==> src/rtl/bus_coherence_ctrl.sv <==
// bus_coherence_ctrl: responder side of the two-dcache MSI coherence bus.
// One transaction is in flight at a time. Fills snoop the other cache
// first and either read RAM or take a cache-to-cache transfer that is
// written back to RAM in the same beat. Upgrades invalidate the other cache.
// Writebacks stream two words to RAM. Every data word is paced by dwait.
// All outputs are combinational from the registered state and ramstate.
module bus_coherence_ctrl #(
  parameter int CPUS     = 2,
  parameter int BLKWORDS = 2
) (
  input  logic             CLK,
  input  logic             RST,
  input  logic [1:0]       dREN,
  input  logic [1:0]       dWEN,
  input  logic [1:0][31:0] daddr,
  input  logic [1:0][31:0] dstore,
  input  logic [1:0]       cctrans,
  input  logic [1:0]       ccwrite,
  output logic [1:0]       dwait,
  output logic [1:0][31:0] dload,
  output logic [1:0]       ccwait,
  output logic [1:0]       ccinv,
  output logic [1:0][31:0] ccsnoopaddr,
  output logic             ramREN,
  output logic             ramWEN,
  output logic [31:0]      ramaddr,
  output logic [31:0]      ramstore,
  input  logic [31:0]      ramload,
  input  logic [1:0]       ramstate
);

  // RAM handshake: only ACCESS completes a word; FREE, BUSY and ERROR all stall.
  localparam logic [1:0] RAM_ACCESS = 2'b10;

  typedef enum logic [3:0] {
    IDLE, SNOOP, RD0, RD1, C2C0, C2C1, INV, ACK, WB0, WB1
  } state_t;

  state_t     state_q, state_d;
  logic       req_q, req_d;      // cache currently served
  logic       rrptr_q, rrptr_d;  // cache served most recently
  logic       snp;               // the other cache, target of snoops
  logic       acc;
  logic       gnt;
  logic [1:0] cand;

  // dREN is implied by cctrans for fills; the block geometry is fixed at
  // two caches with two-word blocks, so these are carried but not decoded.
  localparam logic [7:0] GEOM = 8'(CPUS + BLKWORDS);
  logic unused_ok;
  assign unused_ok = &{1'b0, dREN, GEOM};

  assign snp  = ~req_q;
  assign acc  = (ramstate == RAM_ACCESS);
  assign cand = cctrans | dWEN;

  // Registered control: state, current requester and round-robin pointer.
  always_ff @(posedge CLK or posedge RST) begin
    if (RST) begin
      state_q <= IDLE;
      req_q   <= 1'b0;
      rrptr_q <= 1'b1;
    end else begin
      state_q <= state_d;
      req_q   <= req_d;
      rrptr_q <= rrptr_d;
    end
  end

  // Arbitration, next-state logic and all bus outputs.
  always_comb begin
    state_d     = state_q;
    req_d       = req_q;
    rrptr_d     = rrptr_q;
    gnt         = 1'b0;
    dwait       = 2'b11;
    dload       = '0;
    ccwait      = 2'b00;
    ccinv       = 2'b00;
    ccsnoopaddr = '0;
    ramREN      = 1'b0;
    ramWEN      = 1'b0;
    ramaddr     = 32'h0;
    ramstore    = 32'h0;

    unique case (state_q)
      IDLE: begin
        if (|cand) begin
          // On a tie the cache that was not served last wins.
          gnt     = (&cand) ? ~rrptr_q : cand[1];
          req_d   = gnt;
          rrptr_d = gnt;
          if (cctrans[gnt]) state_d = ccwrite[gnt] ? INV : SNOOP;
          else              state_d = WB0;
        end
      end

      SNOOP: begin
        ccwait[snp]      = 1'b1;
        ccsnoopaddr[snp] = daddr[req_q];
        // The snooped cache answers with ccwrite if it owns the block.
        state_d = ccwrite[snp] ? C2C0 : RD0;
      end

      RD0, RD1: begin
        ramREN       = 1'b1;
        ramaddr      = daddr[req_q];
        dload[req_q] = ramload;
        dwait[req_q] = ~acc;
        if (acc) state_d = (state_q == RD0) ? RD1 : IDLE;
      end

      C2C0, C2C1: begin
        // Owner's data goes to memory and to the requester in the same beat.
        ccwait[snp]      = 1'b1;
        ccsnoopaddr[snp] = daddr[req_q];
        ramWEN           = 1'b1;
        ramaddr          = daddr[snp];
        ramstore         = dstore[snp];
        dload[req_q]     = dstore[snp];
        if (acc) begin
          dwait   = 2'b00;
          state_d = (state_q == C2C0) ? C2C1 : IDLE;
        end
      end

      INV: begin
        ccwait[snp]      = 1'b1;
        ccinv[snp]       = 1'b1;
        ccsnoopaddr[snp] = daddr[req_q];
        state_d          = ACK;
      end

      ACK: begin
        // Release of ccwait[req] tells the requester its upgrade is done.
        ccwait[req_q]      = 1'b1;
        ccsnoopaddr[req_q] = daddr[req_q];
        state_d            = IDLE;
      end

      WB0, WB1: begin
        ramWEN       = 1'b1;
        ramaddr      = daddr[req_q];
        ramstore     = dstore[req_q];
        dwait[req_q] = ~acc;
        if (acc) state_d = (state_q == WB0) ? WB1 : IDLE;
      end

      default: state_d = IDLE;
    endcase
  end

endmodule

==> config.mk <==
export PLATFORM = sky130hd
export DESIGN_NAME = bus_coherence_ctrl
export DESIGN_NICKNAME = d
export VERILOG_FILES = /design/src/rtl/bus_coherence_ctrl.sv
export SDC_FILE = /design/constraint.sdc
export NUM_CORES = 1
export LEC_CHECK = 0
export BUFFER_PORTS_ARGS = -buffer_cell sky130_fd_sc_hd__buf_2
export CAP_MARGIN = 20
export CORE_AREA = 2 2 145 147
export CTS_BUF_LIST = sky130_fd_sc_hd__clkbuf_16
export DETAILED_ROUTE_END_ITERATION = 7
export DIE_AREA = 0 0 147 149
export PLACE_DENSITY = 0.57
export RECOVER_POWER = 50
export SETUP_SLACK_MARGIN = 0.02
export SYNTH_ARGS = -nofsm -noshare
export SYNTH_HDL_FRONTEND = slang
export SYNTH_SLANG_ARGS = --single-unit
==> constraint.sdc <==
create_clock -name CLK -period 3.4 [get_ports CLK]
set_input_delay 0.34 -clock CLK [delete_from_list [all_inputs] [get_ports CLK]]
set_output_delay 0.34 -clock CLK [all_outputs]
set_load 0.05 [all_outputs]
==> impl_metrics.csv <==
group,metric,value,unit
place,port_buffers,369,
setup_path,cp.arrival,2640,ps
timing,rsz0062_at_grt,"false",
run,cap_violations,0,
finish,drive_gt1_frac,0.339,
drt,drc,0,
synthesis,synth_top_area_share,0.145,
synthesis,syn_nets,765,
place,dpl.hpwl,12700,um
synthesis,yosysSeqAreaShare,0.0430,
global_route,antenna_found_initial,0,
timing,setup_viol_count_final,0,
clocking,cts_hold_buf,0,
clocking,h-tree-depth,1,
setup_path,critical-path-max-stage-delay,660,ps
timing,tightest_slew,1200,ps
drt,drt_pass1_iterations,5,
synthesis,synth-main-ff-cell,"dfrtp_1",
synthesis,yosys_warnings,0,
clocking,cts_sinks,6,
finish,nFillCells,2340,
timing,finalMaxSlewViolations,0,
setup_path,startpoint_type,"register",
global_route,grt_pass1_wl,23900,um
clocking,cts_root_buf,"clkbuf_16",
setup_path,rr_endpoint,"state_q[2]$_DFFE_PP0P_",
global_route,overflow,0,
synthesis,synth_edf_count,0,
setup_path,r2r_cells,5,
floorplanning,fp.coreArea,20600,um2
clocking,post_cts_resized,0,
finish,syn_to_final_growth,56.4,%
synthesis,yosys.area.top_type,"nand2_1",
global_route,grt_max_degree,124,
clocking,clk_path_buf_depth,2,
setup_path,reg2reg_from,"req_q$_DFFE_PP0P_",
synthesis,synth.top_cells.by_area,"nand2_1, a221oi_1, mux2i_1, a21oi_1, nor2_1",
timing,fmax,335,MHz
floorplanning,start_util,0.171,
synthesis,syn_avg_cell_area,5.94,um2
drt,wirelength,16500,um
clocking,path_clk_slew,40,ps
drt,wl_per_cell,14.0,um
place,place_congestion,0.811,
hold_path,hp-class,"in2async",
floorplanning,pin_count,372,
drt,ant_nets,0,
timing,finalSetupTns,0,ps
timing,final-hold-violation-count,0,
finish,nNetsFinal,1074,
global_route,grt_pass1_vias,4629,
floorplanning,die_area,21900,um2
drt,num_vias,5719,
run_status,status,"finished, final reports clean",
global_route,grt_usage,0.129,
clocking,clock_latency,230,ps
setup_path,critPathKind,"reg2out",
clocking,post-cts-setup-buffers,0,
setup_path,critPathRequiredTime,3060,ps
floorplanning,die_height,149,um
synthesis,synth_cells,593,
synthesis,synth_cell_types,39,
setup_path,cpMaxStageDelayCell,"clkbuf_2",
synthesis,ys_async_sr_fraction,1.00,
clocking,numCtsBuffers,3,
timing,fin_crit_sh,0.878,
synthesis,syn_area,3520,um2
drt,drt_iter0_drc,343,
floorplanning,row_count,53,
synthesis,ys_ff_latch,6,
setup_path,worstPathCellList,"nor3b_4, clkbuf_2, nand2_1, a21oi_1, clkbuf_1",
setup_path,r2r_setup_slack,1190,ps
setup_path,cp-end-kind,"primary output",
finish,diodes,0,
floorplanning,die_w,147,um
setup_path,crit_path_max_fanout,33,
timing,period_minus_slack,2980,ps
timing,fin_skew,3.59,ps
drt,vias_per_cell,4.86,
timing,relSlewSlack,0.199,
clocking,cts_tree,"built",
==> critical path, delay by kind of cell, from the launching register on <==
| kind | cells | cell delay [ps] |
|---|---|---|
| buffers and inverters | 2 | 1170 |
| flip-flops | 1 | 540 |
| AND/OR/NAND/NOR | 2 | 400 |
| AO/OA/AOI/OAI | 1 | 250 |
==> routing by layer <==
layer / up-vias / global-route usage / share of wire
met5: - / 0 / 0
met4: 0 / 0.0154 / 0.011
met3: 10 / 0.0168 / 0.064
met2: 230 / 0.231 / 0.50
met1: 2646 / 0.170 / 0.42
li1: 2833 / - / -
==> flip-flops by register name, indices dropped and copies added (netlist names) <==
name / cells
req_q: 1
rrptr_q: 1
state_q: 4
==> synth_stat cells (3+ instances only) <==
cell type / number
buf_4: 4
inv_1: 5
a221oi_1: 54
clkbuf_1: 43
buf_2: 16
buf_1: 7
mux2i_1: 35
a21boi_0: 33
nor4_1: 3
dfrtp_1: 5
a22oi_1: 32
a31oi_1: 33
a221oi_2: 10
nor2_1: 73
o21ai_0: 6
nand2_1: 136
a21oi_1: 68
==> worst max-delay path by stage <==
| stage | from | endpoint | slack [ps] | depth (start not counted) |
|---|---|---|---|---|
| floorplan | req_q$_DFFE_PP0P_ | ccinv[0] | 490 | 4 |
| global route | state_q[3]$_DFFE_PP0P_ | dload[11] | 290 | 5 |
| finish | state_q[3]$_DFFE_PP0P_ | dload[11] | 420 | 5 |
| CTS | state_q[0]$_DFFE_PP0P_ | ccsnoopaddr[46] | 660 | 5 |
| global placement | state_q[0]$_DFFE_PP0P_ | ccsnoopaddr[47] | 980 | 5 |
| detailed placement | state_q[0]$_DFFE_PP0P_ | ccsnoopaddr[46] | 900 | 5 |
==> layout by cell type (no fill, tap or decap), types with 3 or more instances in the layout <==
master     netlist  layout
buf_12           0       5
nand2_1        136     136
buf_2           16     278
a221oi_2        10      10
a31oi_1         33      33
a21boi_0        33      33
nor4_1           3       3
o21ai_0          6       6
a221oi_1        54      54
clkbuf_1        43      91
dfrtp_1          5       4
nor2_1          73      73
inv_1            5       6
a22oi_1         32      32
mux2i_1         35      35
a21oi_1         68      68
clkbuf_16        0       3
==> area by class of cell <==
class / count / area (um2) / share of cell area
Inverter: 5 / 18.8 / 0.00341
Timing Repair Buffer: 377 / 1870 / 0.340
Clock inverter: 1 / 3.75 / 0.000681
Sequential cell: 6 / 155 / 0.0282
Multi-Input combinational cell: 509 / 3040 / 0.552
Clock buffer: 3 / 75.1 / 0.0136
Tap cell: 275 / 344 / 0.0625
==> logic make-up (layout without fill, tap and decap cells) <==
family,count (synthesis),in the layout,share of synthesized area
simple gates,229,229,0.261
mux,35,35,0.0994
buf+inv,78,386,0.0977
flops,6,6,0.0430
compound gates,245,245,0.499
==> per-stage QoR <==
step	area (um2)	util	hold WS, ps	instances	setup slack [ps]
floorplan	3520	-	130	593	489
global placement	5540	0.269	257	1171	980
detailed placement	5540	0.269	257	1171	901
CTS	5610	0.273	20.8	1175	657
global route	5510	0.268	30.0	1176	295
finish	5510	0.268	15.0	1176	415
Power is not shown: default switching activity piles up to over one toggle a cycle in this logic, so the estimate is an artifact.
